--- config.mk ---
export PLATFORM = sky130hd
export DESIGN_NAME = lea_serial_adder_ctrl
export DESIGN_NICKNAME = d
export VERILOG_FILES = /design/src/rtl/lea_pkg.sv /design/src/rtl/lea_serial_adder_ctrl_fa.sv /design/src/rtl/lea_serial_adder_ctrl.sv
export SDC_FILE = /design/constraint.sdc
export NUM_CORES = 1
export LEC_CHECK = 0
export BUFFER_PORTS_ARGS = -buffer_cell sky130_fd_sc_hd__buf_2
export CAP_MARGIN = 20
export CORE_UTILIZATION = 30
export DETAILED_ROUTE_END_ITERATION = 10
export MAX_ROUTING_LAYER = met4
export SYNTH_ARGS = -nofsm -noshare
export SYNTH_HDL_FRONTEND = slang
export SYNTH_SLANG_ARGS = --single-unit
--- constraint.sdc ---
create_clock -name clk -period 10.35 [get_ports clk]
set_input_delay 1.035 -clock clk [delete_from_list [all_inputs] [get_ports clk]]
set_output_delay 1.035 -clock clk [all_outputs]
set_load 0.02 [all_outputs]
--- src/rtl/lea_pkg.sv ---
// ---------------------------------------------------------------------------
// lea_pkg
// Shared definitions for the LEA datapath blocks.
//   LEA_WORD_W : native LEA word width
//   lea_state_e: control FSM states of the bit-serial add/subtract unit
//   OP_ADD/SUB : encoding of the 'sub' operation select input
// ---------------------------------------------------------------------------
package lea_pkg;

    localparam int LEA_WORD_W = 32;

    typedef enum logic [1:0] {
        ST_IDLE = 2'd0,
        ST_RUN  = 2'd1,
        ST_DONE = 2'd2
    } lea_state_e;

    localparam logic OP_ADD = 1'b0;
    localparam logic OP_SUB = 1'b1;

endpackage : lea_pkg

--- src/rtl/lea_serial_adder_ctrl_fa.sv ---
// ---------------------------------------------------------------------------
// LEA_FullAdder
// One-bit full-adder cell shared by the bit-serial adder.
//   A, B : operand bits
//   Cin  : carry in
//   S    : sum bit
//   Cout : carry out
// ---------------------------------------------------------------------------
module LEA_FullAdder (
    input  logic A,
    input  logic B,
    input  logic Cin,
    output logic S,
    output logic Cout
);

    logic half_sum;

    assign half_sum = A ^ B;
    assign S        = half_sum ^ Cin;
    assign Cout     = (A & B) | (Cin & half_sum);

endmodule : LEA_FullAdder

--- src/rtl/lea_serial_adder_ctrl.sv ---
// ---------------------------------------------------------------------------
// lea_serial_adder_ctrl
// Bit-serial modular add/subtract unit. A single full-adder cell is stepped
// over WIDTH cycles, LSB first, producing (a + b) or (a - b) mod 2^WIDTH.
// Ports:
//   clk, rst              : clock (rising edge), async active-high reset
//   in_valid / in_ready   : operand handshake (ready only in IDLE)
//   a, b, sub             : operands and op select (0 = add, 1 = subtract)
//   out_valid / out_ready : result handshake (valid only in DONE)
//   sum, carry_out        : result word and final carry (1 = no borrow on sub)
//   busy                  : high whenever an operation is in RUN or DONE
// ---------------------------------------------------------------------------
module lea_serial_adder_ctrl
    import lea_pkg::*;
#(
    parameter  int WIDTH = LEA_WORD_W,
    localparam int CNT_W = $clog2(WIDTH)
) (
    input  logic             clk,
    input  logic             rst,
    input  logic             in_valid,
    output logic             in_ready,
    input  logic [WIDTH-1:0] a,
    input  logic [WIDTH-1:0] b,
    input  logic             sub,
    output logic             out_valid,
    input  logic             out_ready,
    output logic [WIDTH-1:0] sum,
    output logic             carry_out,
    output logic             busy
);

    localparam logic [CNT_W-1:0] LAST_BIT = CNT_W'(WIDTH - 1);

    lea_state_e       state;
    logic [CNT_W-1:0] cnt;
    logic             carry;
    logic [WIDTH-1:0] a_sh;
    logic [WIDTH-1:0] b_sh;
    logic [WIDTH-1:0] sum_sh;
    logic [WIDTH-1:0] sum_q;
    logic             carry_q;

    logic             fa_s;
    logic             fa_cout;

    LEA_FullAdder u_fa (
        .A    (a_sh[0]),
        .B    (b_sh[0]),
        .Cin  (carry),
        .S    (fa_s),
        .Cout (fa_cout)
    );

    always_ff @(posedge clk or posedge rst) begin
        if (rst) begin
            state   <= ST_IDLE;
            cnt     <= '0;
            carry   <= 1'b0;
            a_sh    <= '0;
            b_sh    <= '0;
            sum_sh  <= '0;
            sum_q   <= '0;
            carry_q <= 1'b0;
        end else begin
            case (state)
                ST_IDLE: begin
                    if (in_valid) begin
                        // Subtraction is a + ~b + 1: invert b here and seed
                        // the carry with 1 so the cell only ever adds.
                        a_sh  <= a;
                        b_sh  <= (sub == OP_SUB) ? ~b : b;
                        carry <= sub;
                        cnt   <= '0;
                        state <= ST_RUN;
                    end
                end

                ST_RUN: begin
                    sum_sh <= {fa_s, sum_sh[WIDTH-1:1]};
                    a_sh   <= {1'b0, a_sh[WIDTH-1:1]};
                    b_sh   <= {1'b0, b_sh[WIDTH-1:1]};
                    carry  <= fa_cout;
                    cnt    <= cnt + CNT_W'(1);
                    if (cnt == LAST_BIT) begin
                        // Capture the finished word into a separate holding
                        // register so sum/carry_out keep the last result
                        // while the next operation shifts through sum_sh.
                        sum_q   <= {fa_s, sum_sh[WIDTH-1:1]};
                        carry_q <= fa_cout;
                        state   <= ST_DONE;
                    end
                end

                ST_DONE: begin
                    if (out_ready) begin
                        state <= ST_IDLE;
                    end
                end

                default: begin
                    state <= ST_IDLE;
                end
            endcase
        end
    end

    assign in_ready  = (state == ST_IDLE);
    assign out_valid = (state == ST_DONE);
    assign busy      = (state != ST_IDLE);
    assign sum       = sum_q;
    assign carry_out = carry_q;

endmodule : lea_serial_adder_ctrl
==> impl_results.md <==
* Status: finished, final reports clean
* Leak at roughly 3.5 nW
* Die X at approximately 150 µm
* Clk root buf: clkbuf_16
* Clock transition at path regs at 60 ps
* Slew Limit Fails at 0
* Synthesized area at 0.00648 mm²
* Fmax at 335 MHz
* Crit path max fanout at between 70 and 80
* Worst VDD drop at 0.000115 V
* Core area at 0.0211 mm²
* Die height at roughly 150 µm
* Total Nets Final at 687
* DRT Pass-1 Iters at 5
* Syn Inst Count at around 530
* Yosys cell types at 30
* Clk_lat worst skew at a little over 400 ps
* Worst Hold Class: flip-flop to flip-flop
* Flop2flop setup slack at approximately 7400 ps
* Post-CTS setup buffers at 0
* Via count at between 4000 and 5000
* Final setup fails at 0
* H-tree Lvls at 4
* Slew margin rel. at 34.0%
* Post-route insts no fill at ~900
* Post-route clock period utilization at 28.9%
* Worst r2r src: state[1]
* CTS tree: yes
* Number of global-route vias before repair at approximately 4400
* Worst hold path endpoint: b_sh[3]
* # hold bufs at CTS at 0
* TritonCTS buffer count at 17
* Hold Startpoint: b_sh[3]
* Final core occ at between 30% and 40%
* Area Growth Syn to Fin at 19.6%
* Placer Congestion at ~0.73
* Syn Nets at 604
* DRC Markers at 0
* RSZ-0062 raised after global routing: no
* Syn avg cell area at 12.2 µm²
* Congestion Overflow GR at 0
* R2R Path End: sum[11]
* Antenna viol nets, final at 0
* IO buf count at around 100
* Largest net degree at the start of global routing at between 80 and 90
* Hold Vio Cnt, Final at 0
* WL/cell at about 15 µm
* Clk sink count at approximately 140
* Share of cells above drive strength 1 at about two fifths
* Max cap viols at 0
* Synth warn at 0
* WS Path Type: flip-flop to primary output
* Post-placement cell count at 870
* Compound-cell area share of the yosys netlist at 16.7%
* Initial Utilization at between 30% and 40%
* Tmin final at 2990 ps
* Simple-Gate Fraction of Synth Area at about 8%
* Critical Path RT at slightly above 9000 ps
* Synth Area in Adders at less than 1%
* Hold Path Depth at 2
* Post-Synth XOR/XNOR Area at roughly 4.3%
* Worst slew pin tran at 991 ps
* Global router's overall resource usage at around 14%
* Die Area at 0.0222 mm²
* PwrDens at 286 mW/mm²
* Detailed Route Iter0 Violations at about 220
* First-pass GRT wire length at approximately 23 mm
* WL final at roughly 14 mm
* IO Pins at between 100 and 150
* Vias per Instance at between 4 and 5
* Worst EP arrival at 1950 ps
* HPWL Detailed at approximately 8.0 mm
* Seq/Total Area, Yosys at between 50% and 60%
* Reg2Reg Depth at 4
* Crit end category: primary output
* Setup TNS at 0 ps
* Largest family of logic cells by synthesized area: compound AO/OA/AOI/OAI gates
* Num rows at 53
* Yosys reg bits at 136
* Post_cts resized at 0
* Layout Skew at approximately 7.8 ps
* Initial antenna violation count at 1
* Post-synthesis mux area share at 13.3%
* Kind of start point of the critical path: flip-flop
* Max Root-Sink Buffers at 2
## registers in the layout, indices dropped and copies added (netlist names)
name / flops
b_sh: 32
a_sh: 32
sum: 32
sum_sh: 31
carry: 1
carry_out: 1
state: 2
cnt: 5
## routing by layer
layer	share of wire (%)	up-vias	global-route usage, %
li1	-	2055	-
met1	49	2128	18.9
met2	45	80	19.7
met3	4.3	11	3.98
met4	1.2	0	4.08
met5	0	-	-
## cells in the final DEF (no fill, tap or decap), types with 3 or more instances in the layout
cell	Yosys	routed
a22oi_1	32	32
dfrtp_1	136	134
nor2b_1	36	34
clkinv_4	0	3
a21oi_1	35	35
xnor2_1	31	31
o221ai_2	29	29
bufinv_16	0	3
o21ai_0	35	35
nand2_1	65	65
buf_2	18	104
buf_4	4	5
mux2_4	29	29
clkbuf_16	0	17
mux2_2	37	37
a22o_1	3	3
## cells by family (layout without fill, tap and decap cells)
| logic type | after synthesis | after routing |
|---|---|---|
| AOI/OAI and AO/OA | 137 | 137 |
| xor gates and xnor gates | 32 | 32 |
| adders and majority gates | 3 | 3 |
| buffers and inverters | 49 | 143 |
| DFF | 136 | 136 |
| muxes | 67 | 67 |
| other | 0 | 1 |
| and+or+nand+nor | 108 | 108 |
## synthesized netlist by cell type
master    instances  share of area, %
a21oi_1          35               2.7
a22o_1            3              0.41
a22oi_1          32               3.7
and3_1            1             0.097
buf_1             1             0.058
buf_2            18               1.4
buf_4             4              0.46
buf_6             9               1.6
clkbuf_1         14              0.81
dfrtp_1         136                53
fa_1              1              0.31
ha_1              2              0.39
inv_1             3              0.17
mux2_2           37               6.4
mux2_4           29               6.7
mux2i_1           1              0.15
nand2_1          65               3.8
nand2_4           1              0.17
nand2b_1          1             0.097
nand4_1           1             0.097
nor2_1            1             0.058
nor2b_1          36               3.5
o21ai_0          35               2.7
o21bai_2          1              0.17
o221ai_1          2              0.27
o221ai_2         29               6.7
or2_2             1             0.097
or3b_1            1              0.14
xnor2_1          31               4.2
xor2_1            1              0.14
## how the worst max path moves through the flow
stage                     startpoint  depth (start not counted)  slack [ps]        end
final                       state[1]                          3        7360   in_ready
after global routing        state[1]                          3        7200  out_valid
after CTS                   state[1]                          3        7290  out_valid
after detailed placement    in_valid                          3        7320    b_sh[8]
after global placement      in_valid                          3        7350   b_sh[30]
after floorplan                  rst                          1        5680    a_sh[0]
## where the power goes
part           total, mW  switching, mW  leakage, nW  internal [mW]
clock network      0.619          0.235        0.285          0.384
registers          0.891          0.146         1.76          0.745
logic              0.705          0.342         1.50          0.362
total               2.21          0.723         3.54           1.49
## cell type report
| type | count | area, µm² |
|---|---|---|
| Fill cell | 2083 | 13300 |
| Tap cell | 275 | 344 |
| Timing Repair Buffer | 110 | 586 |
| Sequential cell | 136 | 3410 |
| Multi-Input combinational cell | 347 | 2800 |
| Clock inverter | 11 | 150 |
| Inverter | 3 | 16.3 |
| Clock buffer | 19 | 443 |
| Antenna cell | 1 | 2.50 |
## critical path, cell delays in order (launching register included)
cell     delay, ps
dfrtp_4       1040
or2_2          250
inv_1           40
buf_2          140
## per-stage QoR
stage / power (mW) / hold slack (ps) / instance area (µm²) / setup WS, ps
after detailed placement: 1.61 / 466 / 7120 / 7320
after global routing: 2.37 / 501 / 7750 / 7200
after global placement: 1.60 / 464 / 7120 / 7350
after CTS: 2.24 / 474 / 7720 / 7290
final: 2.21 / 484 / 7750 / 7360
after floorplan: 1.44 / 437 / 6480 / 5680
No activity file was read; power rests on OpenSTA's default activity.
